File: config.mk
export PLATFORM = sky130hd
export DESIGN_NAME = rvfi_check_trigger
export DESIGN_NICKNAME = d
export VERILOG_FILES = /design/src/rtl/rvfi_check_trigger.sv
export SDC_FILE = /design/constraint.sdc
export NUM_CORES = 1
export LEC_CHECK = 0
export ABC_AREA = 1
export CAP_MARGIN = 20
export CORE_AREA = 2 2 109 111
export CTS_CLUSTER_DIAMETER = 50
export DETAILED_ROUTE_END_ITERATION = 6
export DIE_AREA = 0 0 111 113
export PLACE_DENSITY = 0.82
export SYNTH_ARGS = -nofsm -noshare
export SYNTH_HDL_FRONTEND = slang
export SYNTH_SLANG_ARGS = --single-unit
export TNS_END_PERCENT = 30
File: constraint.sdc
create_clock -name clock -period 2.7 [get_ports clock]
set_input_delay 0.27 -clock clock [delete_from_list [all_inputs] [get_ports clock]]
set_output_delay 0.27 -clock clock [all_outputs]
set_load 0.05 [all_outputs]
File: src/rtl/rvfi_check_trigger.sv
// Fires a one-cycle check pulse when the target instruction retires on the
// watched RVFI channel inside the [MIN_CYCLES, MAX_CYCLES) window.
module rvfi_check_trigger #(
  parameter int NRET        = 1,
  parameter int CHANNEL_IDX = 0,
  parameter int MIN_CYCLES  = 4,
  parameter int MAX_CYCLES  = 32
) (
  input  logic              clock,
  input  logic              reset,
  input  logic [NRET-1:0]   rvfi_valid,
  input  logic [64*NRET-1:0] rvfi_order,
  input  logic [63:0]       target_order,
  output logic              check,
  output logic              pred_seen,
  output logic              missed,
  output logic              timeout,
  output logic              dup_error,
  output logic [15:0]       cycle_count,
  output logic [2:0]        fsm_state
);

  typedef enum logic [2:0] {
    WAIT_MIN = 3'd0,
    ARMED    = 3'd1,
    DONE     = 3'd2,
    MISSED   = 3'd3,
    TIMEOUT  = 3'd4
  } state_t;

  localparam logic [15:0]     MIN_LAST = 16'(MIN_CYCLES - 1);
  localparam logic [15:0]     MAX_LAST = 16'(MAX_CYCLES - 1);
  // Selects the channels strictly below CHANNEL_IDX; all zeros when it is 0.
  localparam logic [NRET-1:0] LOW_MASK = NRET'((64'd1 << CHANNEL_IDX) - 64'd1);

  state_t          state, state_next;
  logic [NRET-1:0] tgt_hit;
  logic [NRET-1:0] pred_hit;
  logic [63:0]     pred_order;
  logic            pred_seen_q;
  logic            dup_set;

  assign pred_order = target_order - 64'd1;

  always_comb begin
    tgt_hit  = '0;
    pred_hit = '0;
    for (int i = 0; i < NRET; i++) begin
      tgt_hit[i]  = rvfi_valid[i] && (rvfi_order[64*i +: 64] == target_order);
      // Order 0 has no predecessor, so the wrapped value must not match.
      pred_hit[i] = rvfi_valid[i] && (target_order != 64'd0) &&
                    (rvfi_order[64*i +: 64] == pred_order);
    end
  end

  always_comb begin
    state_next = state;
    check      = 1'b0;
    dup_set    = 1'b0;
    case (state)
      WAIT_MIN: begin
        if (|tgt_hit)                     state_next = MISSED;
        else if (cycle_count == MAX_LAST) state_next = TIMEOUT;
        else if (cycle_count == MIN_LAST) state_next = ARMED;
      end
      ARMED: begin
        // A hit on the watched channel wins over both miss and timeout.
        if (tgt_hit[CHANNEL_IDX]) begin
          check      = 1'b1;
          state_next = DONE;
        end else if (|tgt_hit) begin
          state_next = MISSED;
        end else if (cycle_count == MAX_LAST) begin
          state_next = TIMEOUT;
        end
      end
      DONE:    dup_set = |tgt_hit;
      default: state_next = state;
    endcase
    if (reset) check = 1'b0;
  end

  always_ff @(posedge clock) begin
    if (reset) begin
      state       <= WAIT_MIN;
      cycle_count <= 16'd0;
      pred_seen_q <= 1'b0;
      dup_error   <= 1'b0;
    end else begin
      state <= state_next;
      if (cycle_count != 16'hFFFF) cycle_count <= cycle_count + 16'd1;
      if (|pred_hit) pred_seen_q <= 1'b1;
      if (dup_set)   dup_error   <= 1'b1;
    end
  end

  assign pred_seen = pred_seen_q || |(pred_hit & LOW_MASK);
  assign missed    = (state == MISSED);
  assign timeout   = (state == TIMEOUT);
  assign fsm_state = state;

endmodule

==> out/summary.json, run 1 <==
{
  "syn_inst": 875,
  "ys_seq_elements": 21,
  "routedLengthMet1_mm": 8.28,
  "chip_height_um": 113,
  "max_cap_viol_count": 0,
  "post_route_drc": 0,
  "tritoncts.num_buffers": 3,
  "share_clk_of_total_power_pct": 22.0,
  "worstSetupEndpointType": "output port",
  "worst_slew_pin_slew_ps": 605,
  "routed_wire_length_per_instance_um": 16.1,
  "grt_first_pass_wirelength_mm": 30.4,
  "ant_nets": 0,
  "share_of_the_synthesized_area_in_the_top_cell_type_pct": 22.7,
  "num_antenna_cells": 0,
  "data_arrival_critical_path_ps": 2330,
  "wirelength_mm": 19.5,
  "setup_tns_ps": 0,
  "vdd.ir_drop.worst_mv": 0.228,
  "nNetsFinal": 1201,
  "finalCritPeriodShare_pct": 96.1,
  "drt_first_iter_violations": 591,
  "dr_total_vias": 6383,
  "share_comb_of_total_power_pct": 56.0,
  "effective_utilization_at_floorplan_pct": 39.8,
  "die_w_um": 111,
  "routability_cong": 1.05,
  "routed.top_layer": "met4",
  "share_seq_of_total_power_pct": 22.0,
  "synth.net_count": 1008,
  "cts-root-to-sink-buffers": 2,
  "placed_cells": 1206,
  "min_path_type": "reg2reg",
  "setup_slack_after_layout_ps": 105,
  "synthDominantAreaCellType": "sky130_fd_sc_hd__nand2_1",
  "ios": 155,
  "timing.final.hold_violations": 0,
  "first_global_vias": 6046,
  "crit_path_frequent_cell": "sky130_fd_sc_hd__buf_4",
  "syn-cell-area_um2": 4490,
  "stdcell_area_um2": 6650,
  "power_per_cell_area_nw_per_um2": 219,
  "worst_clock_skew_ps": 4.79,
  "clk_root_buffer_cell": "sky130_fd_sc_hd__clkbuf_16",
  "placed_area_um2": 6480,
  "placement_stage_worst_setup_slack_ps": -6.51,
  "timing.critical_path.from_type": "primary input",
  "drt_pre_antenna_iters": 6,
  "die_area_um2": 12500,
  "timing.slew.headroom_pct": 59.3,
  "clock_tree_from_tritoncts": "yes",
  "yosysWarnings": 0,
  "path_class": "in2out",
  "drt-vias-per-instance": 5.28,
  "p_int_w": 0.000890,
  "synthTopCellsByArea": "sky130_fd_sc_hd__nand2_1 23%, sky130_fd_sc_hd__nor2_1 15%, sky130_fd_sc_hd__dfxtp_1 9.4%",
  "area.growth.synth_to_final_pct": 48.0,
  "ys_seq_area_share_pct": 9.36,
  "worstPathMaxFanout": 3,
  "number_of_library_cell_types_mapped_by_synthesis": 30,
  "globalRoute.totalOverflow": 0,
  "cpMaxStageDelayCell": "sky130_fd_sc_hd__clkdlybuf4s50_1",
  "groute.usage.overall_pct": 30.3,
  "final_period_minus_worst_setup_slack_ps": 2600,
  "numClockSinks": 21,
  "final_cell_count_no_fill": 1210,
  "worstPathRequired_ps": 2430,
  "worst_skew_pair.late_latency_ps": 260,
  "ctsHoldBuffers": 0,
  "run_status": "complete, no violations",
  "clk_transition_reported_paths_ps": 60,
  "setup_violating_endpoint_count_in_the_final_report": 0,
  "clock_tree.htree_level_count": 1,
  "fmax_ghz": 0.385,
  "port-buffer-count": 154,
  "switch_share_pct": 38.8,
  "met3_length_mm": 1.81,
  "place.detailed.hpwl_mm": 16.9,
  "number_of_antenna_violations_at_the_first_check_in_global_routing": 0,
  "post-cts-setup-buffers": 0,
  "core_um2": 11300,
  "leakage_nw": 2.80,
  "layout-drive-gt1-share_pct": 8.06,
  "timing.final.max_slew_violations": 0,
  "row_count": 39,
  "wl_met2_mm": 8.66,
  "critical_path_max_stage_delay_ps": 520,
  "critical_path.cell_chain": "clkdlybuf4s50_1 -> xnor2_1 -> inv_1 -> nor4_1 -> buf_4 -> nand3_1 -> nor4_2 -> buf_4 -> nand2_1 -> nor2_2 -> buf_12",
  "post_synth.cell_area_avg_um2": 5.13,
  "grt_start_max_net_pins": 15,
  "p_switching_w": 0.000565
}
-- Yosys cell counts, drive strengths merged --
cell type,instances
nand4,29
o21bai,3
xor2,43
a211oi,1
nor2,205
o221ai,1
o211ai,1
o21ai,23
or2,2
nand2,281
xnor2,28
nand3b,9
a41oi,1
a21oi,17
clkbuf,2
dfxtp,21
ha,2
nor4,13
nor3,21
o2111ai,1
and2,7
inv,110
nand3,54
-- sequential cells by signal, summed over array words and instances (netlist names) --
name         cells
cycle_count     16
dup_error        1
pred_seen        1
fsm_state        3
-- kinds of logic after synthesis --
group | synth area share, %
AOI/OAI and AO/OA | 5.88
xor gates and xnor gates | 13.9
adders and majority gates | 0.557
buffers and inverters | 9.36
DFF | 9.36
and+or+nand+nor | 61.0
-- routing by layer --
layer  vias up  global-route usage, %
met5         -                      0
met4         0                   11.2
met3        55                   4.23
met2       374                   50.7
met1      2800                   40.0
li1       3154                      -
-- final cells by class --
class                      count  area (um^2)
clock inverter                 1         5.00
tap                          143          179
clock buffer                   3         75.1
multi-input combinational    742         3730
inverter                     110          413
fill                        1156         4630
timing repair buffer         190         1820
sequential                    21          420
-- through the flow --
step / utilization (%) / total power (W) / hold WS (ps)
CTS: 58.3 / 0.00143 / 460
detailed placement: 57.5 / 0.00111 / 451
floorplan: - / 0.000683 / 578
global route: 59.0 / 0.00154 / 507
global placement: 57.5 / 0.00111 / 448
finish: 59.0 / 0.00146 / 458
-- worst paths after layout --
path                         start              to  slack (ps)  cells past startpoint
setup / recovery  target_order[24]           check         100                     11
hold / removal           dup_error       dup_error         460                      2
setup reg to reg    cycle_count[0]  cycle_count[8]         560                     11
hold reg to reg          dup_error       dup_error         460                      2
-- worst max-delay path: cells and delay by family --
kind,cells,cell delay [ps]
buf+inv,5,1090
simple gates,5,800
xor+xnor,1,160
-- cell usage in the layout (no fill, tap or decap), types with 2 or more instances in the layout --
master,n
sky130_fd_sc_hd__and2_1,7
sky130_fd_sc_hd__nand2_2,7
sky130_fd_sc_hd__clkdlybuf4s50_1,153
sky130_fd_sc_hd__nand3b_1,9
sky130_fd_sc_hd__o21ai_1,7
sky130_fd_sc_hd__inv_2,3
sky130_fd_sc_hd__nor4_2,2
sky130_fd_sc_hd__nand2_4,2
sky130_fd_sc_hd__or2_2,2
sky130_fd_sc_hd__clkbuf_16,3
sky130_fd_sc_hd__xnor2_1,21
sky130_fd_sc_hd__xnor2_2,7
sky130_fd_sc_hd__nor2_4,11
sky130_fd_sc_hd__inv_1,107
sky130_fd_sc_hd__nand4_1,29
sky130_fd_sc_hd__o21bai_1,3
sky130_fd_sc_hd__xor2_1,43
sky130_fd_sc_hd__o21ai_0,16
sky130_fd_sc_hd__nor2_2,9
sky130_fd_sc_hd__nand2_1,272
sky130_fd_sc_hd__ha_1,2
sky130_fd_sc_hd__buf_4,36
sky130_fd_sc_hd__a21oi_1,17
sky130_fd_sc_hd__nor3_1,21
sky130_fd_sc_hd__nor2_1,184
sky130_fd_sc_hd__dfxtp_1,21
sky130_fd_sc_hd__nor4_1,10
sky130_fd_sc_hd__nand3_1,54
-- power groups by stage --
stage	logic, W	clock network [W]	registers [W]
2_1_floorplan	0.000341	0	0.000342
3_3_place_gp	0.000782	0	0.000327
3_5_place_dp	0.000782	0	0.000327
4_1_cts	0.000789	0.000323	0.000320
5_1_grt	0.000877	0.000338	0.000321
6_report	0.000815	0.000321	0.000320
-- timing repair --
| action | 4_1_cts | 5_1_grt |
|---|---|---|
| endpoints found under the hold margin | 0 | 0 |
| setup endpoints to repair | 1 | 1 |
| resized for setup | 1 | 11 |
(Power assumes the default switching activity.)
==> inputs of run 2 (changes only) <==
--- a/config.mk
+++ b/config.mk
@@ -7,11 +7,12 @@
 export LEC_CHECK = 0
 export ABC_AREA = 1
 export CAP_MARGIN = 20
-export CORE_AREA = 2 2 109 111
+export CORE_AREA = 2 2 100 102
 export CTS_CLUSTER_DIAMETER = 50
 export DETAILED_ROUTE_END_ITERATION = 6
-export DIE_AREA = 0 0 111 113
-export PLACE_DENSITY = 0.82
+export DIE_AREA = 0 0 102 104
+export PLACE_DENSITY = 0.94
+export REMOVE_ABC_BUFFERS = 1
 export SYNTH_ARGS = -nofsm -noshare
 export SYNTH_HDL_FRONTEND = slang
 export SYNTH_SLANG_ARGS = --single-unit
==> run 2 against run 1 <==
Effect of this change:
- critical path depth stayed put
- register-to-register slack hardly changed
- cell count is 0.17% higher
- power is 7.0% lower
- die area is 15% lower
- worst setup slack worse by 60 ps
- core utilization is 11 points higher
- wire length is 0.80% higher
- clock power is 36% lower
- clock skew is 3.5 ps lower
- count of clock-buffer cells in the layout stayed put
- critical endpoint unchanged
- largest cell class unchanged
==> out/summary.json, run 2 (synthesized netlist as in run 1, its figures left out) <==
{
  "run_status": "complete, no violations",
  "clk_transition_reported_paths_ps": 70,
  "layout.cells.most_common": "sky130_fd_sc_hd__nand2_1",
  "r2r_start": "cycle_count[0]",
  "port-buffer-count": 154,
  "path_depth": 11,
  "place.detailed.hpwl_mm": 17.1,
  "ctsHoldBuffers": 0,
  "cts-root-to-sink-buffers": 2,
  "clk_root_buffer_cell": "sky130_fd_sc_hd__clkbuf_8",
  "fmax_ghz": 0.377,
  "die_area_um2": 10600,
  "vdd.ir_drop.worst_mv": 0.166,
  "wirelength_mm": 19.6,
  "ff2ff_setup_slack_ps": 550,
  "setup_slack_after_layout_ps": 44.7,
  "nNetsFinal": 1213,
  "worstPathRequired_ps": 2430,
  "routed_wire_length_per_instance_um": 16.2,
  "worst-r2r-cell-count": 11,
  "max_cap_viol_count": 0,
  "power_per_cell_area_nw_per_um2": 203,
  "finalCritPeriodShare_pct": 98.3,
  "area.growth.synth_to_final_pct": 48.7,
  "largest_register_ffs": 16,
  "core_um2": 9550,
  "ant_nets": 0,
  "cpMaxStageDelayCell": "sky130_fd_sc_hd__clkdlybuf4s50_1",
  "globalRoute.totalOverflow": 0,
  "dr_total_vias": 6594,
  "numClockSinks": 21,
  "crit_path_frequent_cell": "sky130_fd_sc_hd__nand2_1",
  "num_antenna_cells": 0,
  "final_period_minus_worst_setup_slack_ps": 2660,
  "ios": 155,
  "worst_setup_path_startpoint": "target_order[19]",
  "routability_cong": 1.05,
  "grt_first_pass_wirelength_mm": 30.7,
  "setup_tns_ps": 0,
  "groute.usage.overall_pct": 36.5,
  "worstPathMaxFanout": 4,
  "path_class": "in2out",
  "layout.cells.most_common_list": "272 x sky130_fd_sc_hd__nand2_1, 184 x sky130_fd_sc_hd__nor2_1, 153 x sky130_fd_sc_hd__clkdlybuf4s50_1",
  "data_arrival_critical_path_ps": 2390,
  "combined_area_of_the_multi_input_logic_cells_um2": 3720,
  "first_global_vias": 6450,
  "drt_pre_antenna_iters": 7,
  "setup_violating_endpoint_count_in_the_final_report": 0,
  "critical_path.cell_chain": "clkdlybuf4s50_1 -> xor2_1 -> nor4_2 -> nand2_1 -> nor2_1 -> nand2_1 -> nor4_1 -> buf_4 -> nand2_1 -> nor2_2 -> buf_12",
  "timing.final.max_slew_violations": 0,
  "critical_path_max_stage_delay_ps": 520,
  "worstSetupEndpointType": "output port",
  "number_of_antenna_violations_at_the_first_check_in_global_routing": 0,
  "timing.critical_path.from_type": "primary input",
  "layout-drive-gt1-share_pct": 8.99,
  "effective_utilization_at_floorplan_pct": 47.0,
  "largest_register": "cycle_count",
  "clock_tree_from_tritoncts": "yes",
  "chip_height_um": 104,
  "grt_start_max_net_pins": 15,
  "final-seq-area_um2": 420,
  "drt-vias-per-instance": 5.44,
  "tritoncts.num_buffers": 3,
  "leakage_nw": 2.83,
  "timing.final.hold_violations": 0,
  "placement_stage_worst_setup_slack_ps": 36.0,
  "drt_first_iter_violations": 654,
  "clock_tree.htree_level_count": 1,
  "filler_cell_count": 903,
  "path_buf_inv": 3,
  "rr_endpoint": "cycle_count[8]",
  "worst_path_dominant_cell_family": "simple AND/OR/NAND/NOR gates",
  "worst_skew_pair.late_latency_ps": 260,
  "post_route_drc": 0,
  "min_path_type": "reg2reg",
  "worst_clock_skew_ps": 1.26,
  "worst_slew_pin_slew_ps": 639,
  "die_w_um": 102,
  "row_count": 36,
  "timing.slew.headroom_pct": 57.3,
  "cp-endpoint": "check"
}
## run 2: how the worst min path moves through the flow
stage | slack [ps] | startpoint | end | cells past startpoint
3_5_place_dp | 450 | dup_error | dup_error | 2
3_3_place_gp | 440 | dup_error | dup_error | 2
4_1_cts | 460 | dup_error | dup_error | 2
6_report | 460 | dup_error | dup_error | 2
5_1_grt | 490 | dup_error | dup_error | 2
2_1_floorplan | 340 | reset | cycle_count[1] | 1
## run 2: where the power goes
group	switching (W)	total, W	internal (W)
combinational	0.000441	0.000830	0.000389
sequential	0.00000584	0.000320	0.000314
clock	0.000101	0.000204	0.000103
## run 2: metrics by stage
stage	instances	hold WS, ps	instance area, um^2	power (W)	utilization (%)
after detailed placement	1207	453	6550	0.00112	68.6
after global placement	1207	440	6550	0.00111	68.6
after CTS	1211	465	6600	0.00132	69.1
final	1212	460	6670	0.00135	69.9
after global routing	1212	494	6670	0.00143	69.9
after floorplan	873	339	4480	0.000681	-
## run 2: layout make-up
type / instances / share of cell area (%)
Clock inverter: 1 / 0.0750
Timing Repair Buffer: 202 / 28.6
Multi-Input combinational cell: 742 / 55.7
Inverter: 110 / 6.19
Tap cell: 133 / 2.49
Clock buffer: 3 / 0.619
Sequential cell: 21 / 6.30
## run 2: what timing repair did
item / 4_1_cts / 5_1_grt
gates resized for setup: 0 / 10
buffers inserted: 0 / 1
endpoints found under the setup margin: 0 / 1
## run 2: metal layers
metal	vias to the layer above	track usage, %	share of wire, %
met4	0	19.3	6.0
li1	3180	-	-
met3	94	5.91	11
met1	2883	44.6	38
met2	437	60.3	45
met5	-	0	0
## run 2: tightest hold or removal path: stages, from the launching register on
cell and delay [ps]:
sky130_fd_sc_hd__dfxtp_1 320, sky130_fd_sc_hd__inv_1 50, sky130_fd_sc_hd__a21oi_1 50
